**config.mk**
```make
export PLATFORM = sky130hd
export DESIGN_NAME = bh_fpga_asic_config
export DESIGN_NICKNAME = d
export VERILOG_FILES = /design/src/rtl/bh_fpga_asic_config.sv
export SDC_FILE = /design/constraint.sdc
export NUM_CORES = 1
export LEC_CHECK = 0
export CORE_ASPECT_RATIO = 0.8
export CORE_MARGIN = 1.5
export CORE_UTILIZATION = 61
export CTS_CLUSTER_SIZE = 14
export DETAILED_ROUTE_END_ITERATION = 6
export PLACE_DENSITY_LB_ADDON = 0.2
export SYNTH_ARGS = -nofsm -noshare
export SYNTH_HDL_FRONTEND = slang
export SYNTH_SLANG_ARGS = --single-unit
```
**constraint.sdc**
```tcl
create_clock -name sys_clk -period 5.1 [get_ports sys_clk]
set_clock_uncertainty 0.15 [all_clocks]
set_input_delay 1.53 -clock sys_clk [delete_from_list [all_inputs] [get_ports sys_clk]]
set_output_delay 1.53 -clock sys_clk [all_outputs]
set_load 0.03 [all_outputs]
```
**src/rtl/bh_fpga_asic_config.sv**
```systemverilog
// Host config bridge: latches wire-in 0x01 on trigger-in 0x40 bits, streams the set to the ASIC.
// Define CFG_CHECKSUM_EN to append a mod-2^STREAM_W sum word after the 39 config words.
module bh_fpga_asic_config #(
    parameter int STREAM_W       = 16,
    parameter int CUT_DEPTH      = 15,
    parameter int RESET_DONE_CYC = 16
) (
    input  logic                sys_clk,
    input  logic                reset_n,
    input  logic [31:0]         ep01_wire,
    input  logic [31:0]         ep40_trig,
    output logic [31:0]         ep60_trig,
    output logic                asic_reset_n,
    output logic                stream_valid,
    output logic [STREAM_W-1:0] stream_data,
    input  logic                stream_ready,
    output logic [7:0]          led
);

    localparam int NSCAL = 9;
    localparam int NDATA = NSCAL + 2 * CUT_DEPTH;
`ifdef CFG_CHECKSUM_EN
    localparam int NWORDS = NDATA + 1;
`else
    localparam int NWORDS = NDATA;
`endif
    localparam int IW = $clog2(NWORDS + 1);
    localparam int PW = $clog2(CUT_DEPTH + 1);
    localparam int CW = $clog2(RESET_DONE_CYC + 1);

    typedef enum logic [2:0] {
        IDLE   = 3'd0,
        CONFIG = 3'd1,
        SEND   = 3'd2,
        SENT   = 3'd3,
        DONE   = 3'd4
    } state_t;

    state_t              state_q, state_d;
    logic [STREAM_W-1:0] scal_q [NSCAL];
    logic [STREAM_W-1:0] scal_d [NSCAL];
    logic [STREAM_W-1:0] cut1_q [CUT_DEPTH];
    logic [STREAM_W-1:0] cut1_d [CUT_DEPTH];
    logic [STREAM_W-1:0] cut2_q [CUT_DEPTH];
    logic [STREAM_W-1:0] cut2_d [CUT_DEPTH];
    logic [PW-1:0]       ptr1_q, ptr1_d;
    logic [PW-1:0]       ptr2_q, ptr2_d;
    logic                ovf1_q, ovf1_d;
    logic                ovf2_q, ovf2_d;
    logic                valid_q, valid_d;
    logic [STREAM_W-1:0] data_q, data_d;
    logic [IW-1:0]       idx_q, idx_d;
    logic                ep60_q, ep60_d;
    logic [CW-1:0]       rcnt_q, rcnt_d;
    logic                rdone_q, rdone_d;
    logic [1:0]          arst_q, arst_d;
`ifdef CFG_CHECKSUM_EN
    logic [STREAM_W-1:0] sum_q, sum_d;
`endif

    logic                trig_hit;
    int                  trig_bit;
    logic                cfg_ok;
    logic [STREAM_W-1:0] wval;
    logic [IW-1:0]       sel_idx;
    logic [STREAM_W-1:0] sel_word;

    assign wval = ep01_wire[STREAM_W-1:0];
    assign cfg_ok = (state_q == CONFIG) || (state_q == SENT);

    // Only the lowest set trigger bit is acted on in a given cycle.
    always_comb begin
        trig_hit = 1'b0;
        trig_bit = 0;
        for (int i = 31; i >= 0; i--) begin
            if (ep40_trig[i]) begin
                trig_hit = 1'b1;
                trig_bit = i;
            end
        end
    end

    assign sel_idx = (state_q == SEND) ? idx_q + 1'b1 : '0;

    // Cut entries at or beyond the write pointer read back as zero.
    always_comb begin
        int k;
        k = int'(sel_idx);
        sel_word = '0;
        for (int j = 0; j < NSCAL; j++) begin
            if (k == j) sel_word = scal_q[j];
        end
        for (int j = 0; j < CUT_DEPTH; j++) begin
            if (k == NSCAL + j && j < int'(ptr1_q)) sel_word = cut1_q[j];
            if (k == NSCAL + CUT_DEPTH + j && j < int'(ptr2_q)) sel_word = cut2_q[j];
        end
`ifdef CFG_CHECKSUM_EN
        if (k == NDATA) sel_word = sum_q + data_q;
`endif
    end

    always_comb begin
        state_d = state_q;
        scal_d  = scal_q;
        cut1_d  = cut1_q;
        cut2_d  = cut2_q;
        ptr1_d  = ptr1_q;
        ptr2_d  = ptr2_q;
        ovf1_d  = ovf1_q;
        ovf2_d  = ovf2_q;
        valid_d = valid_q;
        data_d  = data_q;
        idx_d   = idx_q;
        ep60_d  = 1'b0;
        rcnt_d  = rcnt_q;
        rdone_d = rdone_q;
        arst_d  = {arst_q[0], 1'b1};
`ifdef CFG_CHECKSUM_EN
        sum_d   = sum_q;
`endif

        if (!rdone_q) begin
            rcnt_d = rcnt_q + 1'b1;
            if (rcnt_q == CW'(RESET_DONE_CYC - 1)) begin
                rdone_d = 1'b1;
                ep60_d  = 1'b1;
            end
        end

        if (state_q == SEND) begin
            if (stream_ready) begin
`ifdef CFG_CHECKSUM_EN
                sum_d = sum_q + data_q;
`endif
                if (idx_q == IW'(NWORDS - 1)) begin
                    valid_d = 1'b0;
                    ep60_d  = 1'b1;
                    idx_d   = '0;
                    state_d = SENT;
                end else begin
                    idx_d  = idx_q + 1'b1;
                    data_d = sel_word;
                end
            end
        end else if (trig_hit) begin
            if (trig_bit == 0) begin
                if (ep01_wire == 32'd1) begin
                    state_d = CONFIG;
                    ptr1_d  = '0;
                    ptr2_d  = '0;
                    ovf1_d  = 1'b0;
                    ovf2_d  = 1'b0;
                end else if (ep01_wire == 32'd2) begin
                    if (state_q == SENT) state_d = DONE;
                end else if (ep01_wire == 32'd0) begin
                    state_d = IDLE;
                end
            end else if (trig_bit <= NSCAL) begin
                if (cfg_ok) begin
                    for (int j = 0; j < NSCAL; j++) begin
                        if (trig_bit == j + 1) scal_d[j] = wval;
                    end
                end
            end else if (trig_bit == 10) begin
                if (ptr1_q == PW'(CUT_DEPTH)) begin
                    ovf1_d = 1'b1;
                end else begin
                    for (int j = 0; j < CUT_DEPTH; j++) begin
                        if (j == int'(ptr1_q)) cut1_d[j] = wval;
                    end
                    ptr1_d = ptr1_q + 1'b1;
                end
            end else if (trig_bit == 11) begin
                if (ptr2_q == PW'(CUT_DEPTH)) begin
                    ovf2_d = 1'b1;
                end else begin
                    for (int j = 0; j < CUT_DEPTH; j++) begin
                        if (j == int'(ptr2_q)) cut2_d[j] = wval;
                    end
                    ptr2_d = ptr2_q + 1'b1;
                end
            end else if (trig_bit == 31) begin
                if (cfg_ok) begin
                    state_d = SEND;
                    valid_d = 1'b1;
                    data_d  = sel_word;
                    idx_d   = '0;
`ifdef CFG_CHECKSUM_EN
                    sum_d   = '0;
`endif
                end
            end
        end
    end

    always_ff @(posedge sys_clk or negedge reset_n) begin
        if (!reset_n) begin
            state_q <= IDLE;
            scal_q  <= '{default: '0};
            cut1_q  <= '{default: '0};
            cut2_q  <= '{default: '0};
            ptr1_q  <= '0;
            ptr2_q  <= '0;
            ovf1_q  <= 1'b0;
            ovf2_q  <= 1'b0;
            valid_q <= 1'b0;
            data_q  <= '0;
            idx_q   <= '0;
            ep60_q  <= 1'b0;
            rcnt_q  <= '0;
            rdone_q <= 1'b0;
            arst_q  <= '0;
`ifdef CFG_CHECKSUM_EN
            sum_q   <= '0;
`endif
        end else begin
            state_q <= state_d;
            scal_q  <= scal_d;
            cut1_q  <= cut1_d;
            cut2_q  <= cut2_d;
            ptr1_q  <= ptr1_d;
            ptr2_q  <= ptr2_d;
            ovf1_q  <= ovf1_d;
            ovf2_q  <= ovf2_d;
            valid_q <= valid_d;
            data_q  <= data_d;
            idx_q   <= idx_d;
            ep60_q  <= ep60_d;
            rcnt_q  <= rcnt_d;
            rdone_q <= rdone_d;
            arst_q  <= arst_d;
`ifdef CFG_CHECKSUM_EN
            sum_q   <= sum_d;
`endif
        end
    end

    assign ep60_trig    = {31'b0, ep60_q};
    assign asic_reset_n = arst_q[1];
    assign stream_valid = valid_q;
    assign stream_data  = data_q;
    assign led          = {4'b0, ovf1_q | ovf2_q, state_q};

endmodule

```
# --- Yosys cells after proc, flatten, opt, wreduce, memory -nomap -nowiden ---
# Cells that the tools add are included.
classes:
  n_addsub: 4
  n_mul: 0
  div_mod_pow: 0
  order_cmp: 31
  n_eq_ne: 104
  shift: 0
  n_mux: 174
  bitwise: 7
  n_reduce_logical: 92
ops:
  columns: ["operator", "count"]
  rows:
  - ["$mux W32", 31]
  - ["$mux W16", 49]
  - ["$eq A6 B6 Y1 const B", 24]
  - ["$eq A32 B4 Y1 const B", 4]
  - ["$eq A32 B5 Y1 const B", 4]
  - ["$reduce_and A8 Y1", 16]
  - ["$reduce_and A7 Y1", 17]
  - ["$mux W6", 11]
  - ["$reduce_and A6 Y1", 11]
  - ["$eq A32 B2 Y1 const B", 2]
  - ["$eq A32 B3 Y1 const B", 2]
  - ["$eq A4 B4 Y1 const A", 16]
  - ["$logic_not A32 Y1", 2]
  - ["$mux W1", 58]
  - ["$lt A4 B4 Y1 const A", 14]
  - ["$eq A6 B5 Y1 const B", 8]
  - ["$mux W3", 14]
  - ["$mux W4", 10]
  - ["$eq A3 B4 Y1 const A", 8]
  - ["$eq A32 B1 Y1 const B", 1]
  - ["$eq A32 B6 Y1 const B", 1]
  - ["$le A32 B5 Y1 const B", 1]
  - ["$lt A3 B4 Y1 const A", 8]
  - ["$logic_and A1 B1 Y1", 30]
  - ["other kinds (28)", 70]
totals:
  register_bits: 669
  latch_bits: 0
  mem_bits_rw: 0
  romBits: 0
  input_bits: 67
  output_inout_bits: 58
  elab_cells: 463
  n_memories: 0

# --- Depth between registers and ports, before layout ---
# Gate-level depths: netlist of run 1.
logic_depth:
  word_depth: 50
  depth_mapped: 17
  mapped_depth_nobuf: 12

# --- Least setup slack after synthesis of run 1 ---
# Ideal clock, no wire load.
synth_path:
  kind: "input to register"
  from: "in ep40_trig[30]"
  to: "reg cut2_q[38] (netlist name)"
  arrival_ps: 4043
  slack_ps: 780
  stages: 12
  path_buffers: 2
  cell_sequence: "or4_1 -> nor4b_1 -> and3_1 -> nand2_1 -> nand2_1 -> or4_1 -> nor3_4 -> and3_1 -> buf_4 -> nand2_4 -> buf_4 -> mux2_1"
synth_between:
  elab_chain_len: 34
synth_rtl:
  columns: ["element", "line", "text"]
  rows:
  - ["from (decl)", "11", "input logic [31:0] ep40_trig,"]
  - ["$mux W32 (31 in series)", "76", "if (ep40_trig[i]) begin"]
  - ["$le A32 B5 Y1 (tied with other cells)", "158", "end else if (trig_bit <= NSCAL) begin"]
  - ["$not A1 Y1 (no line)", null, null]
  - ["$reduce_and A8 Y1 (no line) *", null, null]
  - ["to (signal assigned)", "220", "cut2_q <= cut2_d;"]
  - ["to (decl)", "44", "logic [STREAM_W-1:0] cut2_q [CUT_DEPTH];"]
# Mark *: on every way between the ends. The rest lies on a longest branch, timed or not.
# A chain may end at the register's enable or synchronous reset.

# --- Worst setup path in the final report of run 1 ---
layout_path:
  from: "reg idx_q[1]"
  to: "reg data_q[6], in the netlist stream_data[6]"
layout_between:
  elab_chain_len: 50
layout_rtl:
  columns: ["element", "line", "text"]
  rows:
  - ["from (decl)", "52", "logic [IW-1:0] idx_q, idx_d;"]
  - ["from (signal assigned)", "227", "idx_q <= idx_d;"]
  - ["$add A6 B1 Y6", "83", "assign sel_idx = (state_q == SEND) ? idx_q + 1'b1 : '0;"]
  - ["$mux W6", "83", null]
  - ["$logic_not A6 Y1", "91", "if (k == j) sel_word = scal_q[j];"]
  - ["$mux W16 (9 in series)", "91", null]
  - ["$mux W16", "94", "if (k == NSCAL + j && j < int'(ptr1_q)) sel_word = cut1_q[j];"]
  - ["$mux W16", "95", "if (k == NSCAL + CUT_DEPTH + j && j < int'(ptr2_q)) sel_word = cut2_q[j];"]
  - ["$mux W16", "94", null]
  - ["$mux W16", "95", null]
  - ["[26 not listed]", null, null]
  - ["$mux W16", "183", "if (cfg_ok) begin"]
  - ["$mux W16", "182", "end else if (trig_bit == 31) begin"]
  - ["$mux W16", "173", "end else if (trig_bit == 11) begin"]
  - ["$mux W16", "164", "end else if (trig_bit == 10) begin"]
  - ["$mux W16", "158", null]
  - ["$mux W16", "146", "if (trig_bit == 0) begin"]
  - ["$mux W16", "145", "end else if (trig_hit) begin"]
  - ["$mux W16", "130", "if (state_q == SEND) begin"]
  - ["to (signal assigned)", "226", "data_q <= data_d;"]
  - ["to (decl)", "51", "logic [STREAM_W-1:0] data_q, data_d;"]
# Parallel ways exist; a longest one is shown, timed or not. The select of a mux whose other input is x is not followed.

==> results_dict.tcl, run 1 <==
set metrics [dict create \
    outcome "finished, final reports clean" \
    hold_violations 0 \
    hpwl_mm 70.6 \
    hp-start "arst_q[0]" \
    setup_tns_ns 0 \
    crit_path_cell_trace "ha_1 > nand2_1 > xor2_1 > o21a_1 > or3_1 > nand2_1 > nor4_1 > buf_4 > nand2_1 > a2111o_1 > a21oi_1 > o21ai_0" \
    ys_ff_latch 669 \
    synth_adder_area_share 0.00466 \
    setup_violations 0 \
    post_cts_buffers 0 \
    num-nets-final 2937 \
    synth_edf_count 0 \
    num_vias 24800 \
    syn_inst 2721 \
    grt_max_degree 101 \
    core_um2 52300 \
    cts_inserted_buffers 67 \
    place_congestion 0.977 \
    worst_pin_slew_ns 1.20 \
    drive_above_1_share 0.319 \
    grt_pass1_wl_mm 156 \
    muxShareOfSynthArea 0.221 \
    syn_area_um2 32200 \
    post-route-drc-count 0 \
    rsz0062_at_grt "no" \
    dieArea_um2 54200 \
    async_flop_share 1.00 \
    synth_ff_type "dfrtp_1" \
    grt-ovfl-total 0 \
    area_delta_synth_final_pct 14.1 \
    crit_fanout 14 \
    wl_per_cell_um 28.7 \
    path_clk_slew_ns 0.06 \
    synth-compound-area-share 0.115 \
    die_h_um 209 \
    cp_common_cell "nand2_1" \
    peakVddDrop_mv 0.368 \
    total_leakage_power_uw 0.0179 \
    slew_viol_final 0 \
    cts.sinks 669 \
    postCtsHoldBufs 0 \
    yosysSeqAreaShare 0.519 \
    avgViaCountPerCell 6.91 \
    post-place-cells 3482 \
    htree_levels 3 \
    arrival_ns 5.23 \
    synth_xor_area_frac 0.00245 \
    p_per_area_nw_per_um2 390 \
    fp.dieW_um 260 \
    drtIter0Drc 2983 \
    first_global_vias 24900 \
    yosys.cell_types.count 91 \
    yosys.area.top_type "dfrtp_1" \
    yosys_warnings 0 \
    synth_area_leaders "dfrtp_1, mux2_2, clkbuf_1" \
    num_rows 75 \
    cts-root-buf "clkbuf_16" \
    io_pins 125 \
    drt_wl_total_mm 103 \
    maxCapViolCount 0 \
    required_ns 5.42 \
    synth_common_cells "dfrtp_1, mux2_2, clkbuf_1, nor2_1, nand2_1" \
    stdcell_count 3595 \
    end_kind "register" \
    period_minus_slack_ns 4.91 \
    synth-simple-area-share 0.0979 \
    drt_pre_antenna_iters 6 \
    worstSkewPairLatency_ns 0.61 \
    ff2ff_path_depth 12 \
    initial_core_util 0.617 \
    hold_depth 0 \
    timing.final.crit_share 0.964 \
    portBuffers 89 \
    r2r_start "idx_q[1]" \
    timing.critical_path.buf_inv 1 \
    antenna_left 0 \
    critPathLaunchType "register" \
    worstSetupPathType "register to register" \
    synth.most_common_cell "dfrtp_1" \
    hp-class "register to register" \
    synth_top_area_share 0.519 \
    rrSetupSlack_ns 0.19 \
    cts_tree "done" \
    nFillCells 3702 \
    avgSynthCellArea_um2 11.8 \
    max_slew_margin 0.203 \
    synth_top_family_by_area "multiplexers" \
    grtUsageTotal 0.383 \
    cts_max_path_buffers 3 \
    cpPeakStageDelay_ns 0.65 \
    cp-startpoint "idx_q[1]" \
    cp.depth 12 \
    max_clock_freq_mhz 203 \
    critical-path-slowest-cell "dfrtp_1" \
    antenna_found_initial 10 \
    crit_family "compound AO/OA/AOI/OAI gates" \
]
[cell usage in the layout (no fill, tap or decap), drive strengths merged, types with 31 or more instances in the layout]
| cell type | n |
|---|---|
| a21oi | 71 |
| a221oi | 31 |
| a22oi | 48 |
| and3 | 33 |
| buf | 190 |
| clkbuf | 99 |
| clkdlybuf4s50 | 83 |
| conb | 36 |
| dfrtp | 669 |
| inv | 35 |
| mux2 | 628 |
| nand2 | 124 |
| nand3 | 66 |
| nor2 | 139 |
| nor3 | 66 |
| nor4 | 38 |
| o21ai | 78 |
| o22ai | 76 |
[path summary, 6_finish.rpt]
path                                  end
max                        stream_data[6]
min                             arst_q[1]
max reg2reg                stream_data[6]
min reg2reg                     arst_q[1]
max in group asynchronous     cut1_q[216]
min in group asynchronous      cut1_q[17]
[flip-flops by register name, indices dropped and copies added, names as in the netlist]
signal / flops
stream_data: 16
rcnt_q: 5
ptr2_q: 4
cut1_q: 240
rdone_q: 1
ptr1_q: 4
idx_q: 6
scal_q: 144
state_q: 3
ovf1_q: 1
cut2_q: 240
arst_q: 2
ep60_q: 1
stream_valid: 1
ovf2_q: 1
[through the flow]
step,area (µm²),hold slack (ns),setup slack (ns),power (µW),util
6_report,36800,0.226,0.186,14300,0.703
5_1_grt,36800,0.247,0.0112,14700,0.703
4_1_cts,36800,0.234,0.369,14200,0.703
3_5_place_dp,34700,0.220,0.0890,9480,0.663
3_3_place_gp,34700,0.185,0.222,9430,0.663
2_1_floorplan,32400,0.181,0.780,7640,-
[power by group]
part           leakage (µW)  total [µW]  internal, µW  switching, µW
clock               0.00101        4790          2760           2030
combinational       0.00771        3750          1230           2510
sequential          0.00922        5810          5580            224
[metal layers]
layer,up-vias,global-route usage,share of wire
li1,10400,-,-
met1,12800,0.530,0.41
met2,1332,0.591,0.46
met3,263,0.0778,0.087
met4,6,0.161,0.041
met5,-,0,0.00067
[layout make-up]
| class | count | area [µm²] | share of cell area |
|---|---|---|---|
| multi-input cells | 1812 | 14400 | 0.392 |
| clock buffers | 99 | 1930 | 0.0524 |
| inverters | 35 | 131 | 0.00357 |
| clock inverters | 10 | 143 | 0.00388 |
| diodes | 4 | 10.0 | 0.000272 |
| flip-flops and latches | 669 | 16700 | 0.455 |
| repair buffers | 273 | 2510 | 0.0684 |
| well taps | 693 | 867 | 0.0236 |
[cells by family (layout without fill, tap and decap cells)]
family	count (synthesis)	count (layout)
adder cells (fa/ha/maj)	12	12
buffers and inverters	274	417
XOR/XNOR	9	9
AND/OR/NAND/NOR	605	605
flip-flops	669	669
AO/OA/AOI/OAI	517	517
other	2	40
multiplexers	633	633
[repair_timing]
item	4_1_cts	5_1_grt
setup endpoints to repair	0	1
hold endpoints to repair	0	0
resized for setup	0	1
Power figures use the tool's default switching activity.
==> inputs of run 2 (changes only) <==
--- a/config.mk
+++ b/config.mk
@@ -5,6 +5,7 @@
 export SDC_FILE = /design/constraint.sdc
 export NUM_CORES = 1
 export LEC_CHECK = 0
+export CAP_MARGIN = 40
 export CORE_ASPECT_RATIO = 0.8
 export CORE_MARGIN = 1.5
 export CORE_UTILIZATION = 61
==> run 2 against run 1 <==
Cell count grew 0.22%. Maximum frequency shrank 1.0%. Register-to-register slack lost 0.05 ns. Clock power grew 4.8%. Design area grew 0.51%. Sequential share of layout area shrank 0.23 points. Sequential power is essentially flat. Hold slack gained 0.0050 ns. Critical path depth is the same. Via count is essentially flat. Critical path type unchanged. Largest power group unchanged.
==> results_dict.tcl, run 2 (synthesized netlist as in run 1, its figures left out) <==
set metrics [dict create \
    setup_violations 0 \
    antenna_left 0 \
    htree_levels 3 \
    drt_pre_antenna_iters 6 \
    first_global_vias 24800 \
    dieArea_um2 54200 \
    layout_common_cells "dfrtp_1, mux2_2, buf_4, nor2_1, nand2_1" \
    hpwl_mm 71.0 \
    crit_family "simple AND/OR/NAND/NOR gates" \
    portBuffers 89 \
    timing.critical_path.buf_inv 1 \
    cpPeakStageDelay_ns 0.66 \
    outcome "finished, final reports clean" \
    nFillCells 3639 \
    max_slew_margin 0.382 \
    post_cts_buffers 0 \
    period_minus_slack_ns 4.97 \
    timing.final.crit_share 0.974 \
    num-nets-final 2940 \
    avgViaCountPerCell 6.89 \
    cts_max_path_buffers 3 \
    worst_pin_slew_ns 0.920 \
    seq_area_um2 16700 \
    total_leakage_power_uw 0.0180 \
    cp-startpoint "idx_q[1]" \
    postCtsHoldBufs 0 \
    wl_per_cell_um 28.8 \
    grt_pass1_wl_mm 156 \
    end_kind "register" \
    layout_commonest_cell "dfrtp_1" \
    io_pins 125 \
    critical-path-slowest-cell "dfrtp_1" \
    path_clk_slew_ns 0.06 \
    cts-root-buf "clkbuf_16" \
    num_vias 24800 \
    post-route-drc-count 0 \
    antenna_found_initial 5 \
    final_cell_area_um2 37000 \
    cts_tree "done" \
    setup_tns_ns 0 \
    hold_violations 0 \
    multiInputGateArea_um2 14400 \
    worstSetupPathType "register to register" \
    grt_max_degree 101 \
    cts_inserted_buffers 67 \
    utilization 0.707 \
    num_rows 75 \
    grtUsageTotal 0.384 \
    cp_common_cell "nand2_1" \
    fp.dieW_um 260 \
    maxCapViolCount 0 \
    area_delta_synth_final_pct 14.6 \
    p_per_area_nw_per_um2 395 \
    arrival_ns 5.30 \
    rsz0062_at_grt "no" \
    drive_above_1_share 0.322 \
    required_ns 5.43 \
    core_um2 52300 \
    crit_path_cell_trace "ha_1 > nand2_1 > xor2_1 > o21a_1 > or3_1 > nand2_1 > nor4_1 > buf_4 > and3_1 > nand4_1 > a21oi_1 > o21ai_0" \
    initial_core_util 0.617 \
    drt_wl_total_mm 104 \
    hp-class "register to register" \
    peakVddDrop_mv 0.359 \
    slew_viol_final 0 \
    grt-ovfl-total 0 \
    post_dp_cell_area_um2 34700 \
    place_congestion 0.977 \
    cts.sinks 669 \
    die_h_um 209 \
    critPathLaunchType "register" \
    r2r_start "idx_q[1]" \
    worstSkewPairLatency_ns 0.62 \
    drtIter0Drc 2704 \
    cts_resized 0 \
    max_clock_freq_mhz 201 \
    hp-start "arst_q[0]" \
    top_regs "cut1_q: 240 flops, cut2_q: 240 flops, scal_q: 144 flops" \
    crit_fanout 14 \
]
[run 2: path summary, 6_finish.rpt]
kind / to / slack, ns / cells past startpoint
hold / removal: arst_q[1] / 0.23 / 0
setup reg to reg: stream_data[9] / 0.13 / 12
setup / recovery: stream_data[9] / 0.13 / 12
hold reg to reg: arst_q[1] / 0.23 / 0
min in group asynchronous: cut1_q[21] / 0.82 / 1
max in group asynchronous: cut2_q[237] / 2.85 / 2
[run 2: where the power goes]
group          switching [µW]  leakage [µW]  internal, µW
clock                    2090       0.00110          2920
combinational            2520       0.00773          1230
sequential                224       0.00922          5580
[run 2: per-layer routing]
| metal | track usage | part of all wire |
|---|---|---|
| met5 | 0 | 0.00025 |
| met3 | 0.0745 | 0.088 |
| met4 | 0.171 | 0.045 |
| met1 | 0.537 | 0.41 |
| met2 | 0.584 | 0.46 |
[run 2: cell type report]
class	count	area share
multi-input combinational	1812	0.390
clock inverter	13	0.00471
tap	693	0.0235
antenna	1	0.0000677
inverter	35	0.00356
sequential	669	0.453
clock buffer	104	0.0555
timing repair buffer	276	0.0693
[run 2: worst register-to-register path, stage by stage (launching register included)]
cell and delay [ns]:
dfrtp_1 0.66, ha_1 0.46, nand2_1 0.28, xor2_1 0.34, o21a_1 0.51, or3_1 0.26
nand2_1 0.31, nor4_1 0.40, buf_4 0.21, and3_1 0.17, nand4_1 0.34, a21oi_1 0.58
o21ai_0 0.17
[run 2: stage by stage]
step / instances / hold WS, ns / setup WS (ns) / power, µW
floorplan: 2755 / 0.181 / 0.780 / 7640
global placement: 3482 / 0.185 / 0.222 / 9430
detailed placement: 3485 / 0.220 / 0.0973 / 9480
CTS: 3602 / 0.233 / 0.329 / 14500
global route: 3602 / 0.247 / 0.0160 / 14900
finish: 3603 / 0.231 / 0.135 / 14600
